## config.mk

```make
export PLATFORM = sky130hd
export DESIGN_NAME = doc_writer_flat
export DESIGN_NICKNAME = d
export VERILOG_FILES = /design/src/rtl/doc_writer_if.sv /design/src/rtl/doc_writer.sv /design/src/flat_wrapper.sv
export SDC_FILE = /design/constraint.sdc
export NUM_CORES = 1
export LEC_CHECK = 0
export CORE_MARGIN = 8
export CORE_UTILIZATION = 40
export DETAILED_ROUTE_END_ITERATION = 10
export GPL_TIMING_DRIVEN = 0
export PLACE_DENSITY = 0.66
export SYNTH_ARGS = -nofsm -noshare
export SYNTH_HDL_FRONTEND = slang
export SYNTH_SLANG_ARGS = --single-unit
```

## constraint.sdc

```tcl
create_clock -name clk -period 3.8 [get_ports clk]
set_clock_uncertainty 0.15 [all_clocks]
set_input_delay 0.38 -clock clk [delete_from_list [all_inputs] [get_ports clk]]
set_output_delay 0.38 -clock clk [all_outputs]
set_load 0.1 [all_outputs]
```

## src/rtl/doc_writer_if.sv

```systemverilog
// Key stream into the editor and write port out to the document RAM,
// plus cursor/busy status for the display side.
interface doc_writer_if;
  logic       key_valid;
  logic [7:0] key_code;
  logic       key_ready;
  logic       doc_we;
  logic [8:0] doc_addr;
  logic [7:0] doc_din;
  logic [8:0] cursor;
  logic       busy;

  modport master (
    output key_valid, key_code,
    input  key_ready, doc_we, doc_addr, doc_din, cursor, busy
  );

  modport slave (
    input  key_valid, key_code,
    output key_ready, doc_we, doc_addr, doc_din, cursor, busy
  );
endinterface

```

## src/rtl/doc_writer.sv

```systemverilog
// Editing front-end: consumes key codes, writes the character document RAM,
// tracks the text cursor and sweeps the whole document with FILL_CHAR on clear.
module doc_writer #(
  parameter int         COLS      = 20,
  parameter int         ROWS      = 15,
  parameter logic [7:0] FILL_CHAR = 8'h20
) (
  input  logic        clk,
  input  logic        rst,
  doc_writer_if.slave bus
);
  localparam int CELLS = COLS * ROWS;
  localparam int CW    = $clog2(COLS);
  localparam int RW    = $clog2(ROWS);

  typedef enum logic {S_CLEAR, S_IDLE} state_t;

  state_t        r_state;
  logic [CW-1:0] r_col;
  logic [RW-1:0] r_row;
  logic [8:0]    r_clr_addr;
  logic [8:0]    r_cursor;
  logic          r_doc_we;
  logic [8:0]    r_doc_addr;
  logic [7:0]    r_doc_din;
  logic          r_key_ready;
  logic          r_busy;

  logic [CW-1:0] w_col_n;
  logic [RW-1:0] w_row_n;
  logic          w_wr;
  logic [8:0]    w_waddr;
  logic [7:0]    w_wdata;
  logic          w_ff;

  function automatic logic [8:0] cell_addr(input logic [RW-1:0] row, input logic [CW-1:0] col);
    return 9'(row) * 9'(COLS) + 9'(col);
  endfunction

  // Key decode: next cursor position and the write (if any) this key causes
  always_comb begin
    w_col_n = r_col;
    w_row_n = r_row;
    w_wr    = 1'b0;
    w_waddr = r_cursor;
    w_wdata = bus.key_code;
    w_ff    = 1'b0;
    if (r_state == S_IDLE && bus.key_valid) begin
      if (bus.key_code >= 8'h20 && bus.key_code <= 8'h7E) begin
        w_wr = 1'b1;
        if (r_col != CW'(COLS - 1)) begin
          w_col_n = r_col + CW'(1);
        end else if (r_row != RW'(ROWS - 1)) begin
          w_col_n = '0;
          w_row_n = r_row + RW'(1);
        end
      end else begin
        case (bus.key_code)
          8'h0D: begin
            if (r_row != RW'(ROWS - 1)) begin
              w_col_n = '0;
              w_row_n = r_row + RW'(1);
            end
          end
          8'h08: begin
            if (r_cursor != 9'd0) begin
              if (r_col == '0) begin
                w_col_n = CW'(COLS - 1);
                w_row_n = r_row - RW'(1);
              end else begin
                w_col_n = r_col - CW'(1);
              end
              w_wr    = 1'b1;
              w_wdata = FILL_CHAR;
              w_waddr = cell_addr(w_row_n, w_col_n);
            end
          end
          8'h0C:   w_ff = 1'b1;
          default: ;
        endcase
      end
    end
  end

  always_ff @(posedge clk) begin
    if (!rst) begin
      r_state     <= S_CLEAR;
      r_clr_addr  <= '0;
      r_col       <= '0;
      r_row       <= '0;
      r_cursor    <= '0;
      r_doc_we    <= 1'b0;
      r_doc_addr  <= '0;
      r_doc_din   <= '0;
      r_key_ready <= 1'b0;
      r_busy      <= 1'b1;
    end else begin
      case (r_state)
        S_CLEAR: begin
          // clr_addr runs one past the last cell so the final write gets its own cycle
          if (r_clr_addr == 9'(CELLS)) begin
            r_doc_we    <= 1'b0;
            r_state     <= S_IDLE;
            r_busy      <= 1'b0;
            r_key_ready <= 1'b1;
          end else begin
            r_doc_we   <= 1'b1;
            r_doc_addr <= r_clr_addr;
            r_doc_din  <= FILL_CHAR;
            r_clr_addr <= r_clr_addr + 9'd1;
          end
        end
        S_IDLE: begin
          r_doc_we <= w_wr;
          if (w_wr) begin
            r_doc_addr <= w_waddr;
            r_doc_din  <= w_wdata;
          end
          r_col    <= w_col_n;
          r_row    <= w_row_n;
          r_cursor <= cell_addr(w_row_n, w_col_n);
          if (w_ff) begin
            r_col       <= '0;
            r_row       <= '0;
            r_cursor    <= '0;
            r_clr_addr  <= '0;
            r_state     <= S_CLEAR;
            r_busy      <= 1'b1;
            r_key_ready <= 1'b0;
          end
        end
        default: r_state <= S_CLEAR;
      endcase
    end
  end

  assign bus.key_ready = r_key_ready;
  assign bus.doc_we    = r_doc_we;
  assign bus.doc_addr  = r_doc_addr;
  assign bus.doc_din   = r_doc_din;
  assign bus.cursor    = r_cursor;
  assign bus.busy      = r_busy;
endmodule

```

## src/flat_wrapper.sv

```systemverilog
// flat-port wrapper written by rule: the top's interface ports become plain ports
module doc_writer_flat 
#(
  parameter int         COLS      = 20,
  parameter int         ROWS      = 15,
  parameter logic [7:0] FILL_CHAR = 8'h20
)
  (clk, rst, bus_key_valid, bus_key_code, bus_key_ready, bus_doc_we, bus_doc_addr, bus_doc_din, bus_cursor, bus_busy);
  doc_writer_if bus_i ();
  input  logic clk;
  input  logic rst;
  input wire logic [$bits(bus_i.key_valid)-1:0] bus_key_valid;
  input wire logic [$bits(bus_i.key_code)-1:0] bus_key_code;
  output wire logic [$bits(bus_i.key_ready)-1:0] bus_key_ready;
  output wire logic [$bits(bus_i.doc_we)-1:0] bus_doc_we;
  output wire logic [$bits(bus_i.doc_addr)-1:0] bus_doc_addr;
  output wire logic [$bits(bus_i.doc_din)-1:0] bus_doc_din;
  output wire logic [$bits(bus_i.cursor)-1:0] bus_cursor;
  output wire logic [$bits(bus_i.busy)-1:0] bus_busy;
  assign bus_i.key_valid = bus_key_valid;
  assign bus_i.key_code = bus_key_code;
  assign bus_key_ready = bus_i.key_ready;
  assign bus_doc_we = bus_i.doc_we;
  assign bus_doc_addr = bus_i.doc_addr;
  assign bus_doc_din = bus_i.doc_din;
  assign bus_cursor = bus_i.cursor;
  assign bus_busy = bus_i.busy;
  doc_writer #(.COLS(COLS), .ROWS(ROWS), .FILL_CHAR(FILL_CHAR)) u_core (.clk(clk), .rst(rst), .bus(bus_i));
endmodule
```

==> out/results.ini, run 1 <==
[final_layout]
fin_util = 0.526
area_delta_synth_final_pct = 29.4
fill_cells = 750
final_area_sq_mm = 0.00428
layout_commonest_cell = nand2_1
drive_above_1_share = 0.180
final_cell_mix = nand2_1 (42), dfxtp_1 (38), clkdlybuf4s50_1 (36)
antenna_cells = 0
fin_nets = 507

[floorplan]
core_area_sq_mm = 0.00813
die_x_um = 107
die-area_sq_mm = 0.0114
fp.dieH_um = 107
rows = 33
initial_core_util = 0.407
io_pins = 40

[route]
post_drt_wl_per_cell_um = 17.4
remaining_drc_errors = 0
postRouteAntennaNets = 0
wl_um = 10000
viasPerCell = 5.75
vias = 3314
drt_iter0_markers = 219
dr.pass1.iters = 4

[clock_tree]
cts_tree = built
clkTransAtPathRegs_ps = 90
htree_levels = 2
clkLatencyLatePin_ps = 300
clock_sinks = 46
cts_made_buffers = 5
clock_path_buffers = 2
clock-root-buffer = clkbuf_8

[placement]
port_buffers = 38
place_ws_ps = -903
placed_cell_area_sq_mm = 0.00390
routabilityCongestion = 0.866
dp_hpwl_um = 7380

[global_route]
antenna_found_initial = 0
grt_max_degree = 15
grt_pass1_wl_um = 16200
overflow = 0
grt_pass1_vias = 3115
track_usage = 0.174

[timing]
max_slew_margin = 0.341
whs_ps = 306
period_needed_ps = 3830
layout_setup_ws_ps = -34.9
rsz0062_at_grt = true
setup_viol = 2
drv_slew = 0
post-route-period-util = 1.01
max_freq_mhz = 261
tightest_slew_ps = 985
final-hold-violation-count = 0

[synth]
ys_ff_latch = 46
synth_cells = 411
synthArstFlopShare = 0
avgSynthCellArea_sq_um = 8.05
synth_cell_type_count = 66
netlist_area_sq_mm = 0.00331
synth_top_flop_cell = dfxtp_1
synth.yosys.seq_area_share = 0.278
syn_nets = 448
synth_edf_count = 0
ys_warn_count = 0

[power_and_ir_drop]
leakage_nw = 1.52
power_mw = 0.961
cellPowerDensity_mw_per_mm2 = 224
irDropWorstVdd_mv = 0.116

[critical_path]
critPathMaxStageDelay_ps = 590
arrival_ps = 3880
critical_path_class = reg -> reg
endpoint_kind = flop
cp_slowest_cell = fa_2
worstPathCellList = inv_4, ha_4, or4b_4, buf_8, nor4_4, xnor2_2, inv_1, ha_1, ha_2, fa_2, o2111ai_2, xnor2_1, mux2_1, nor2_2, a311oi_2, a21oi_2
crit_buf_inv = 3
cp_top_family = adder cells
path_max_fanout = 4
critPathLaunchType = flop
critPathRequiredTime_ps = 3840

[min_path]
hold_class = reg -> reg

[status]
violations = setup timing
status = finished with violations

[job]
cap_violations = 0

metrics by stage:
| step | instances | setup TNS (ps) |
|---|---|---|
| 2_1_floorplan | 411 | -89.5 |
| 3_3_place_gp | 554 | -3650 |
| 3_5_place_dp | 554 | -4150 |
| 4_1_cts | 574 | -24.4 |
| 5_1_grt | 576 | -534 |
| 6_report | 576 | -45.4 |
metal layers:
layer  GRT usage  vias up  wire length [um]
met4      0.0422        0               133
li1            -     1599                 -
met2       0.284      119              4650
met5           0        -                 0
met1       0.236     1582              4720
met3      0.0252       14               536
final cells by class:
type,count,area (sq um),share of cell area
sequential,46,936,0.219
timing repair buffer,54,509,0.119
clock buffer,6,72.6,0.0170
multi-input combinational,321,2390,0.559
clock inverter,2,37.5,0.00877
buffer,19,108,0.0251
inverter,23,91.3,0.0213
tap,105,131,0.0307
worst paths after layout:
path,cells after the start,slack (ps),end,start
worst max-delay path,16,-30,u_core.bus.doc_addr[8],u_core.bus.cursor[0]
worst min-delay path,2,310,u_core.bus.doc_addr[4],u_core.bus.doc_addr[4]
worst max register to register,16,-30,u_core.bus.doc_addr[8],u_core.bus.cursor[0]
worst min register to register,2,310,u_core.bus.doc_addr[4],u_core.bus.doc_addr[4]
power breakdown:
group	switching, mW	internal, mW	leakage, nW
Sequential	0.00515	0.486	0.377
Combinational	0.0619	0.0347	1.09
Clock	0.176	0.197	0.0514
Total	0.244	0.717	1.52
registers in the layout, indices dropped and copies added, names as in the netlist:
name and cells:
u_core.bus.doc_addr 9, u_core.r_col 3, u_core.bus.cursor 9, u_core.r_row 4, u_core.bus.busy 1, u_core.r_clr_addr 9
u_core.bus.doc_din 8, u_core.bus.doc_we 1, u_core.bus.key_ready 1, u_core.r_state 1
Yosys cell counts, types with 3 or more instances:
master	instances	area, sq um
and2_1	7	43.8
nand2_1	44	165
nand2b_1	3	18.8
a21boi_1	3	22.5
dfxtp_1	46	921
xor2_1	9	78.8
mux2i_1	4	40.0
o22ai_1	4	25.0
o221ai_1	3	26.3
clkbuf_1	12	45.0
nand3_1	15	75.1
a21o_1	5	37.5
o21ai_0	15	75.1
nor2b_1	14	87.6
buf_2	5	25.0
o2111ai_1	6	52.6
nand4_1	5	31.3
o21ai_1	8	40.0
o21a_1	7	52.6
fa_1	4	80.1
a22oi_1	8	60.1
nor3_1	7	35.0
and3_1	7	43.8
nor2_1	31	116
a22o_1	7	61.3
ha_1	22	275
xnor2_1	10	87.6
inv_1	23	86.3
o211ai_1	5	37.5
a21oi_1	23	115
cell families after synthesis:
| family | Yosys count | share of synthesized area |
|---|---|---|
| buffers and inverters | 44 | 0.0586 |
| muxes | 7 | 0.0231 |
| xor gates and xnor gates | 19 | 0.0503 |
| adders and majority gates | 26 | 0.107 |
| and+or+nand+nor | 148 | 0.226 |
| DFF | 46 | 0.278 |
| AOI/OAI and AO/OA | 121 | 0.256 |
worst reg2reg max path, delay by kind of cell (launching register included):
kind	cells	cell delay, ps
AOI/OAI and AO/OA	3	430
xor gates and xnor gates	2	390
buffers and inverters	3	290
and+or+nand+nor	3	680
muxes	1	190
adders and majority gates	4	1230
DFF	1	370
timing repair:
item | CTS | global route
pin swaps | 17 | 9
setup buffers | 14 | 2
gates cloned | 0 | 0
setup endpoints to repair | 7 | 6
resized for setup | 27 | 16
hold buffers | 0 | 0
Note: power is estimated with default switching activity, not from simulation.
==> inputs of run 2 (changes only) <==
--- a/config.mk
+++ b/config.mk
@@ -5,11 +5,12 @@
 export SDC_FILE = /design/constraint.sdc
 export NUM_CORES = 1
 export LEC_CHECK = 0
+export CORE_ASPECT_RATIO = 1.75
 export CORE_MARGIN = 8
-export CORE_UTILIZATION = 40
+export CORE_UTILIZATION = 35
 export DETAILED_ROUTE_END_ITERATION = 10
 export GPL_TIMING_DRIVEN = 0
-export PLACE_DENSITY = 0.66
+export PLACE_DENSITY = 0.59
 export SYNTH_ARGS = -nofsm -noshare
 export SYNTH_HDL_FRONTEND = slang
 export SYNTH_SLANG_ARGS = --single-unit
==> run 2 against run 1 <==
Compared with the run above:
- flip-flop and latch count unchanged
- largest power group unchanged
- critical path depth decreased by 2
- non-clock buffer count decreased by 3
- wire length increased by 9.9%
- the flow still finishes with violations (setup timing)
- largest cell class unchanged
- sequential share of layout area decreased by 0.26 points
- register-to-register slack about the same
- core utilization decreased by 6.3 points
==> out/results.ini, run 2 (same netlist as run 1, synthesis figures left out) <==
[status]
status = finished with violations
violations = setup timing

[global_route]
grt_pass1_wl_um = 17500
grt_max_degree = 15
overflow = 0
grt_pass1_vias = 3343
track_usage = 0.178
antenna_found_initial = 0

[critical_path]
startpoint = bus_key_code[2]
reg2reg_setup_slack_ps = -20
rr_endpoint = u_core.bus.cursor[7]
worstPathCellList = clkdlybuf4s50_1, nand3_1, o21a_2, a22oi_1, a2111oi_0, a311o_2, ha_4, ha_4, fa_1, nand2_1, nor2_1, xnor2_1, xnor2_1, o21ai_1
crit_end = u_core.bus.cursor[7]
cp_top_family = compound AO/OA/AOI/OAI gates
reg2regPathDepth = 16
critical_path_class = in -> reg
path_depth = 14
crit_buf_inv = 1
critPathRequiredTime_ps = 3820
critPathLaunchType = primary input
endpoint_kind = flop
r2r_start = u_core.bus.cursor[0]
path_max_fanout = 8
cp_slowest_cell = clkdlybuf4s50_1
critPathMaxStageDelay_ps = 700
arrival_ps = 3910

[route]
wl_um = 11000
viasPerCell = 5.60
vias = 3298
dr.pass1.iters = 5
remaining_drc_errors = 0
post_drt_wl_per_cell_um = 18.7
drt_iter0_markers = 188
postRouteAntennaNets = 0

[placement]
routabilityCongestion = 0.901
place_ws_ps = -944
dp_hpwl_um = 8370
port_buffers = 38

[clock_tree]
clock_path_buffers = 2
clock_sinks = 46
cts_tree = built
clkTransAtPathRegs_ps = 70
clock-root-buffer = clkbuf_16
clkLatencyLatePin_ps = 300
cts_made_buffers = 5
cts_hold_buf = 0
htree_levels = 2

[timing]
tightest_slew_ps = 999
rsz0062_at_grt = true
period_needed_ps = 3890
setup_viol = 2
post-route-period-util = 1.02
drv_slew = 0
max_slew_margin = 0.332
max_freq_mhz = 257
final-hold-violation-count = 0
layout_setup_ws_ps = -93.1
whs_ps = 305

[power_and_ir_drop]
power_mw = 1.03
irDropWorstVdd_mv = 0.188
cellPowerDensity_mw_per_mm2 = 238
leakage_nw = 1.52

[final_layout]
final_cell_mix = nand2_1 (43), dfxtp_1 (38), clkdlybuf4s50_1 (36)
layout_commonest_cell = nand2_1
fill_cells = 954
antenna_cells = 0
drive_above_1_share = 0.184
area_delta_synth_final_pct = 30.9
fin_nets = 504

[floorplan]
initial_core_util = 0.354
io_pins = 40
core_area_sq_mm = 0.00935
die-area_sq_mm = 0.0129
die_x_um = 89.5
rows = 47
fp.dieH_um = 145

[job]
cap_violations = 0

[min_path]
hold_class = reg -> reg

-- run 2: stage by stage --
| step | TNS, ps | util | area, sq um | instances |
|---|---|---|---|---|
| 6_report | -132 | 0.463 | 4330 | 589 |
| 5_1_grt | -513 | 0.463 | 4330 | 589 |
| 3_5_place_dp | -4830 | 0.419 | 3920 | 571 |
| 4_1_cts | -96.6 | 0.456 | 4270 | 588 |
| 3_3_place_gp | -4320 | 0.419 | 3920 | 571 |
| 2_1_floorplan | -89.5 | - | 3390 | 411 |
-- run 2: power breakdown --
group	switching, mW	internal, mW
Combinational	0.0654	0.0335
Sequential	0.00511	0.486
Clock	0.202	0.240
-- run 2: how the worst min path moves through the flow --
| stage | start | end | slack [ps] | cells after the start |
|---|---|---|---|---|
| floorplan | u_core.r_clr_addr[8] | u_core.r_clr_addr[8] | 340 | 2 |
| global placement | u_core.bus.busy | u_core.bus.busy | 290 | 1 |
| detailed placement | u_core.bus.busy | u_core.bus.busy | 290 | 1 |
| CTS | u_core.bus.busy | u_core.bus.busy | 310 | 1 |
| global route | u_core.bus.busy | u_core.bus.busy | 320 | 1 |
| finish | u_core.bus.doc_addr[4] | u_core.bus.doc_addr[4] | 300 | 2 |
-- run 2: cell type report --
| class | count | area [sq um] | area share |
|---|---|---|---|
| Timing Repair Buffer | 52 | 494 | 0.114 |
| Clock buffer | 5 | 125 | 0.0289 |
| Tap cell | 122 | 153 | 0.0352 |
| Clock inverter | 2 | 15.0 | 0.00347 |
| Inverter | 23 | 91.3 | 0.0211 |
| Buffer | 18 | 92.6 | 0.0214 |
| Sequential cell | 46 | 936 | 0.216 |
| Multi-Input combinational cell | 321 | 2420 | 0.560 |
-- run 2: layer usage --
metal | wire (um) | track usage | vias up
li1 | - | - | 1590
met1 | 4200 | 0.185 | 1598
met2 | 5920 | 0.319 | 81
met3 | 336 | 0.0211 | 29
met4 | 581 | 0.119 | 0
met5 | 0 | 0 | -
-- run 2: worst register-to-register path: stages, from the launching register on --
cell and delay [ps]:
dfxtp_4 350, inv_4 60, ha_4 160, or4b_4 550, mux2i_4 240, a2111oi_4 400
o31ai_2 130, nand2_1 120, a21oi_4 80, ha_4 220, ha_4 160, fa_1 530
nand2_1 60, nor2_1 110, xnor2_1 140, xnor2_1 150, o21ai_1 70
-- run 2: timing repair --
action	in CTS	in global routing
setup buffers	12	2
gates resized for setup	29	21
pin swaps	19	6
setup endpoints to repair	8	7
cloned	0	0
==> variant: new RTL, config.mk and constraints of run 2 <==
`ROWS` is set to 15 in 2 places; all go to 16.
--- a/src/rtl/doc_writer.sv
+++ b/src/rtl/doc_writer.sv
@@ -3,5 +3,5 @@
 module doc_writer #(
   parameter int         COLS      = 20,
-  parameter int         ROWS      = 15,
+  parameter int         ROWS      = 16,
   parameter logic [7:0] FILL_CHAR = 8'h20
 ) (
--- a/src/flat_wrapper.sv
+++ b/src/flat_wrapper.sv
@@ -3,5 +3,5 @@
 #(
   parameter int         COLS      = 20,
-  parameter int         ROWS      = 15,
+  parameter int         ROWS      = 16,
   parameter logic [7:0] FILL_CHAR = 8'h20
 )
Check against the original RTL: same outputs for any inputs over 10 cycles, from zero or initial values and one cycle with rst low; that may be too few to reach the edited logic, so the function may still have changed.
==> variant against run 2 <==
The run still ends with setup timing left; area after synthesis shrank 1.5%; worst setup slack worse by 22 ps; final area increased by 3.0%; final cell count increased by 0.17%; utilization increased by 3.1 points; synthesized cell count decreased by 3.6%; total power rose by 5.4%; sequential share of layout area down 0.57 points; wire length grew 3.7%; non-clock buffer count up 18; sequential cell count unchanged; maximum frequency down 0.57%; critical path type is now reg -> reg; critical endpoint is now u_core.bus.doc_addr[8]; largest power group is now clock.
==> variant: results (changes against run 2) <==
The share of power burned in combinational logic is 8.4% (was 9.6%), and the number of non-filler instances in the completed layout is 590 (was 589). The count of non-CTS inverters in the layout is 22 (was 23), and the worst-case vdd ir drop is 0.375 mV (was 0.188 mV). The run gives 7 (was 5) as the count of TritonRoute iterations in the first routing pass. Wire length of the first global-routing pass: 17.8 mm (was 17.5 mm). Final-layout worst hold slack: 315 ps (was 305 ps). The main combinational cell family by area after synthesis was simple AND/OR/NAND/NOR gates (was compound AO/OA/AOI/OAI gates). The count of plain and timing-repair buffers was 88 (was 70). Setup slack after placement: -1010 ps (was -944 ps). Stage delay of the slowest cell on the critical path: 560 ps (was 700 ps). Failing checks: setup timing (unchanged). Path type of the worst min-delay path: in -> reg (was reg -> reg). The kind of critical path is reg -> reg (was in -> reg). The tools report the end point of the critical path as u_core.bus.doc_addr[8] (was u_core.bus.cursor[7]). The slowest stage cell on the critical path is sky130_fd_sc_hd__fa_1 (was sky130_fd_sc_hd__clkdlybuf4s50_1). The share of the synthesized netlist area taken by xor and xnor gates is 5.53% (was 5.03%). The run gives 4.34 mm (was 4.20 mm) as the routed metal-1 wirelength.

The depth of the worst register-to-register path works out to 14 (was 16). The tools report the sink of the worst hold path as u_core.bus.doc_din[4] (was u_core.bus.doc_addr[4]). The tools report the number of setup violations in the final report as 3 (was 2). The run gives 4000 ps (was 3910 ps) as the arrival time of the worst setup path. The number of cells produced by synthesis came out at 396 (was 411).

The run finished, with violations left. The run gives 33.7% (was 33.2%) as the worst slew margin relative to its limit. The run gives -243 ps (was -132 ps) as the sum of negative setup slack.

The origin of the worst min-delay path was bus_key_code[4] (was u_core.bus.doc_addr[4]). The run gives -115 ps (was -93.1 ps) as the worst setup margin. Net switching fraction of the power: 24.0% (was 26.4%).

The compound-cell area share of the yosys netlist works out to 23.3% (was 25.6%). The share of synthesized area spent on multiplexers works out to 1.88% (was 2.31%). The buffering overhead came out at 15.7% (was 13.5%). Origin of the critical flop-to-flop path: u_core.bus.cursor[1] (was u_core.bus.cursor[0]).

The total cell area at the placement stage came out at 3800 um2 (was 3920 um2). The met2 layer wire length in the routed design is 6.16 mm (was 5.92 mm), and the leakage power summed over all cells is 1.69 nW (was 1.52 nW). The maximum fanout count along the critical path is 5 (was 8), and the area growth from synthesis to final layout is 36.9% (was 30.9%).

The count of nets after finishing was 505 (was 504). For the met2 track utilization from global routing, the log shows 33.1% (was 31.9%). The logs give 8.18 mm (was 8.37 mm) for the post-detailed-placement half-perimeter wirelength and 3362 (was 3298) for the routed via count.
## variant: cell types whose count changed in the layout (fill, tap and decap cells not counted), moves of 7 or more
| cell | delta |
|---|---|
| sky130_fd_sc_hd__o21ai_0 | +8 |
| sky130_fd_sc_hd__a21boi_0 | +8 |
| sky130_fd_sc_hd__a22o_1 | -7 |
| sky130_fd_sc_hd__buf_4 | +18 |
| sky130_fd_sc_hd__a31oi_1 | +7 |
| sky130_fd_sc_hd__o21ai_1 | -7 |
| sky130_fd_sc_hd__nand2_1 | -20 |
## variant: timing repair
item | 4_1_cts | 5_1_grt
hold endpoints to repair | 0 | 0
buffers inserted | 22 | 9
pin swaps | 25 | 19
gates resized for setup | 49 | 20
hold buffers | 0 | 0
endpoints found under the setup margin | 9 | 5
## variant: worst max-delay path: cells and delay by family, from the launching register on
kind	cells	cell delay (ps)
compound gates	4	800
fa+ha+maj	4	1080
flops	1	360
buf+inv	1	60
simple gates	5	1390
